--- config.mk ---
export PLATFORM = sky130hd
export DESIGN_NAME = decoder_bank
export DESIGN_NICKNAME = d
export VERILOG_FILES = /design/src/rtl/decoder_bank.sv
export SDC_FILE = /design/constraint.sdc
export NUM_CORES = 1
export LEC_CHECK = 0
export CORE_AREA = 10 10 47 49
export CTS_CLUSTER_SIZE = 12
export DETAILED_ROUTE_END_ITERATION = 16
export DIE_AREA = 0 0 57 59
export PLACE_DENSITY = 0.64
export SYNTH_ARGS = -nofsm -noshare
export SYNTH_HDL_FRONTEND = slang
export SYNTH_SLANG_ARGS = --single-unit
--- constraint.sdc ---
create_clock -name clk -period 0.9 [get_ports clk]
set_clock_uncertainty 0.1 [all_clocks]
set_input_delay 0.18 -clock clk [delete_from_list [all_inputs] [get_ports clk]]
set_output_delay 0.18 -clock clk [all_outputs]
set_load 0.01 [all_outputs]
--- src/rtl/decoder_bank.sv ---
// decoder_bank: enable-gated 3-to-8 and 1-to-2 one-hot decoders with registered copies.
//
// Ports:
//   clk        in   1  system clock, rising edge
//   rst        in   1  synchronous active-high reset (registered outputs only)
//   ena        in   1  shared enable; 0 forces every decoded line low
//   in         in   3  select for the 3-to-8 decoder
//   in_1_2     in   1  select for the 1-to-2 decoder
//   out        out  8  combinational one-hot decode of in
//   out_1_2    out  2  combinational one-hot decode of in_1_2
//   out_q      out  8  registered copy of out
//   out_1_2_q  out  2  registered copy of out_1_2
//   onehot_err out  1  sticky self-check flag, present only when DECODER_ONEHOT_CHECK_EN is defined
//
// Optional feature macro: DECODER_ONEHOT_CHECK_EN

// Leaf stage: a disabled stage drives both lines low; AND-gating keeps X selects
// from leaking through when disabled.
module decoder_bank_dec_1_2 (
    input  logic       en,
    input  logic       sel,
    output logic [1:0] y
);
    assign y = {en & sel, en & ~sel};
endmodule

// 2-to-4 stage: one 1-to-2 on sel[1] enabling two 1-to-2 stages on sel[0].
module decoder_bank_dec_2_4 (
    input  logic       en,
    input  logic [1:0] sel,
    output logic [3:0] y
);
    logic [1:0] e;
    decoder_bank_dec_1_2 u_hi  (.en(en),   .sel(sel[1]), .y(e));
    decoder_bank_dec_1_2 u_lo0 (.en(e[0]), .sel(sel[0]), .y(y[1:0]));
    decoder_bank_dec_1_2 u_lo1 (.en(e[1]), .sel(sel[0]), .y(y[3:2]));
endmodule

module decoder_bank (
    input  logic       clk,
    input  logic       rst,
    input  logic       ena,
    input  logic [2:0] in,
    input  logic       in_1_2,
    output logic [7:0] out,
    output logic [1:0] out_1_2,
    output logic [7:0] out_q,
    output logic [1:0] out_1_2_q
`ifdef DECODER_ONEHOT_CHECK_EN
    ,
    output logic       onehot_err
`endif
);
    logic [1:0] e;

    // in[2] picks which 2-to-4 half is enabled.
    decoder_bank_dec_1_2 u_top (.en(ena),  .sel(in[2]),   .y(e));
    decoder_bank_dec_2_4 u_lo  (.en(e[0]), .sel(in[1:0]), .y(out[3:0]));
    decoder_bank_dec_2_4 u_hi  (.en(e[1]), .sel(in[1:0]), .y(out[7:4]));
    decoder_bank_dec_1_2 u_s   (.en(ena),  .sel(in_1_2),  .y(out_1_2));

    always_ff @(posedge clk) begin
        if (rst) begin
            out_q     <= 8'h00;
            out_1_2_q <= 2'b00;
        end else begin
            out_q     <= out;
            out_1_2_q <= out_1_2;
        end
    end

`ifdef DECODER_ONEHOT_CHECK_EN
    logic oh8, oh2, bad;
    always_comb begin
        oh8 = (out != 8'd0) && ((out & (out - 8'd1)) == 8'd0);
        oh2 = (out_1_2 == 2'b01) || (out_1_2 == 2'b10);
        bad = ena ? !(oh8 && oh2) : |{out, out_1_2};
    end

    always_ff @(posedge clk) begin
        if (rst) onehot_err <= 1'b0;
        else if (bad) onehot_err <= 1'b1;
    end
`endif
endmodule

==> out/metrics.yaml <==
layout.cells.non_filler: 98
yosysSeqAreaShare_pct: 58.39
holdBufCountCts: 0
post-route-period-util_pct: 120.6
synth_top_area_share_pct: 58.39
pin_count: 27
antenna_found_initial: 0
power.internal_mw: 0.8147
fin_ws_ps: -185.2
clk_path_buf_depth: 2
worstPathMaxFanout: 4
wl_met1_um: 435
syn2layout_area_growth_pct: 123.0
whs_ps: 100.9
synth-seq-cells: 10
portBuffers: 26
top_layer_used: "met4"
cts_buffers: 3
place.gp.congestion: 0.7085
cpLargestDelayFamily: "simple AND/OR/NAND/NOR gates"
drt_first_iter_violations: 5
cts_max_level: 1
timing_worst_setup_path_type: "input port to output pin"
arrival_ps: 810
dieWidth_um: 57
viasPerCell: 4.173
routed_wl_um: 1188
clk_pin_slew_ps: 70
ant_nets: 0
ys.warnings.count: 0
layout.nets: 90
drc_errors: 0
ys_types: 13
die_h_um: 59
period_minus_slack_ps: 1085
dr.pass1.iters: 3
wl_per_cell_um: 12.12
synth_fp_nets: 44
crit_path_start_kind: "input port"
gr-usage-all-layers_pct: 7.174
critPathSlowestCell: "or2b_1"
p_seq_share_pct: 43.1
fillers: 154
met3_length_um: 117
worstPathCellList: "buf_6 -> or2b_1 -> nor3_2 -> buf_2"
p_comb_share_pct: 18.5
netlist_area_um2: 342.8
cts-root-buf: "clkbuf_4"
die-area_um2: 3363
synthCells: 37
core_um2: 1401
antenna_cells: 0
grt_max_degree: 7
min_path_type: "input port to flip-flop"
synth.most_common_cell: "nor2_1"
hold_viol: 0
violations: "setup timing"
grt_pass1_wl_um: 1863
sw_frac_of_total_pct: 22.94
ys_top_cells_by_count: "nor2_1 (12), dfxtp_1 (10), nor3_1 (3)"
clkPwrFrac_pct: 38.4
final_layout_size_suffix_gt1_share_pct: 69.51
dp_hpwl_um: 877.6
floorplan.initialDensity_pct: 24.46
maxSlewHeadroom_pct: 87.71
synth_edf_count: 0
switchingPower_mw: 0.2426
avgSynthCellArea_um2: 9.266
grt_pass1_vias: 433
yosys-top-cells-area: "dfxtp_1 (58%), nor2_1 (13%), nor3_1 (4.4%), nand2b_1 (3.6%), nor3_2 (2.9%)"
wl_met2_um: 598
p_per_area_nw_per_um2: 1383
status: "finished with violations"
cts_tree: "done"
required_ps: 620
cpPeakStageDelay_ps: 270
rows: 14
rsz0062_at_grt: "yes"
cp-end-kind: "output pin"
power.total_mw: 1.057
via_count: 409
max_freq_mhz: 921.4
path_buf_inv: 2
slew_viol_final: 0
max-cap-violations: 0
cts.sinks: 10
setup-violations-final: 22
synth_flop_cell: "dfxtp_1"
gr-total-overflow: 0
max-vdd-ir-drop_mv: 0.5032
synth_largest_area_cell: "dfxtp_1"
dp_cells: 88
async_reset_ff_share_pct: 0
p_leak_nw: 0.3930
worstMarginPinSlew_ps: 183.9
==> cells by family (layout without fill, tap and decap cells) <==
| family | after synthesis | in the layout | synth area share (%) |
|---|---|---|---|
| buffers and inverters | 0 | 45 | 0 |
| DFF | 10 | 10 | 58.39 |
| and+or+nand+nor | 27 | 27 | 41.61 |
==> worst paths after layout <==
check | slack (ps) | startpoint | endpoint | cells after the start
min | 100 | in[1] | out_q[0] | 3
max | -190 | in[0] | out[0] | 4
==> state kept, by name, summed over array words and instances (netlist names) <==
signal and cells:
out_1_2_q 2, out_q 8
==> final cells by class <==
type                       instances  area [µm²]  area share (%)
sequential                        10       205.2           26.84
tap                               16       20.02           2.619
timing repair buffer              41       322.8           42.23
clock buffer                       4       36.28           4.746
multi-input combinational         27       180.2           23.57
==> cells in the final DEF, fill, tap and decap left out <==
| cell | count |
|---|---|
| nor3_1 | 1 |
| nand3b_1 | 1 |
| dfxtp_2 | 4 |
| nand2_1 | 2 |
| and2_4 | 1 |
| buf_8 | 1 |
| clkbuf_8 | 1 |
| clkbuf_4 | 3 |
| nor3_2 | 3 |
| dfxtp_1 | 6 |
| buf_6 | 11 |
| buf_4 | 12 |
| or2b_1 | 1 |
| nor2_2 | 3 |
| and3b_1 | 1 |
| nor2_1 | 9 |
| clkdlybuf4s15_1 | 1 |
| nor3b_1 | 1 |
| dlygate4sd2_1 | 1 |
| or3b_4 | 1 |
| nand2b_4 | 2 |
| buf_2 | 15 |
| nor2b_1 | 1 |
==> what timing repair did <==
action | in CTS | in global routing
pin swaps | 8 | 4
setup buffers | 5 | 2
resized for setup | 113 | 15
setup endpoints to repair | 29 | 24
==> power by group through the flow <==
stage | sequential (mW) | combinational (mW) | clock (mW)
2_1_floorplan | 0.469 | 0.0415 | 0
3_5_place_dp | 0.464 | 0.169 | 0
6_report | 0.455 | 0.196 | 0.406
3_3_place_gp | 0.464 | 0.168 | 0
4_1_cts | 0.454 | 0.178 | 0.415
5_1_grt | 0.456 | 0.212 | 0.429
==> stage by stage <==
stage	instance area [µm²]	TNS, ps	setup slack (ps)	utilization [%]
floorplan	347.8	-23.96	-7.987	-
global placement	695.7	-15880	-1014	49.64
detailed placement	695.7	-16010	-1021	49.64
CTS	704.4	-2275	-246.9	50.27
global route	764.5	-2670	-237.1	54.55
finish	764.5	-1983	-185.2	54.55
==> metal layers <==
metal,vias up,global-route usage (%)
met5,-,0
met4,0,8.054
met3,4,3.433
met2,19,11.32
met1,177,6.280
li1,209,-
(Power assumes the default switching activity.)
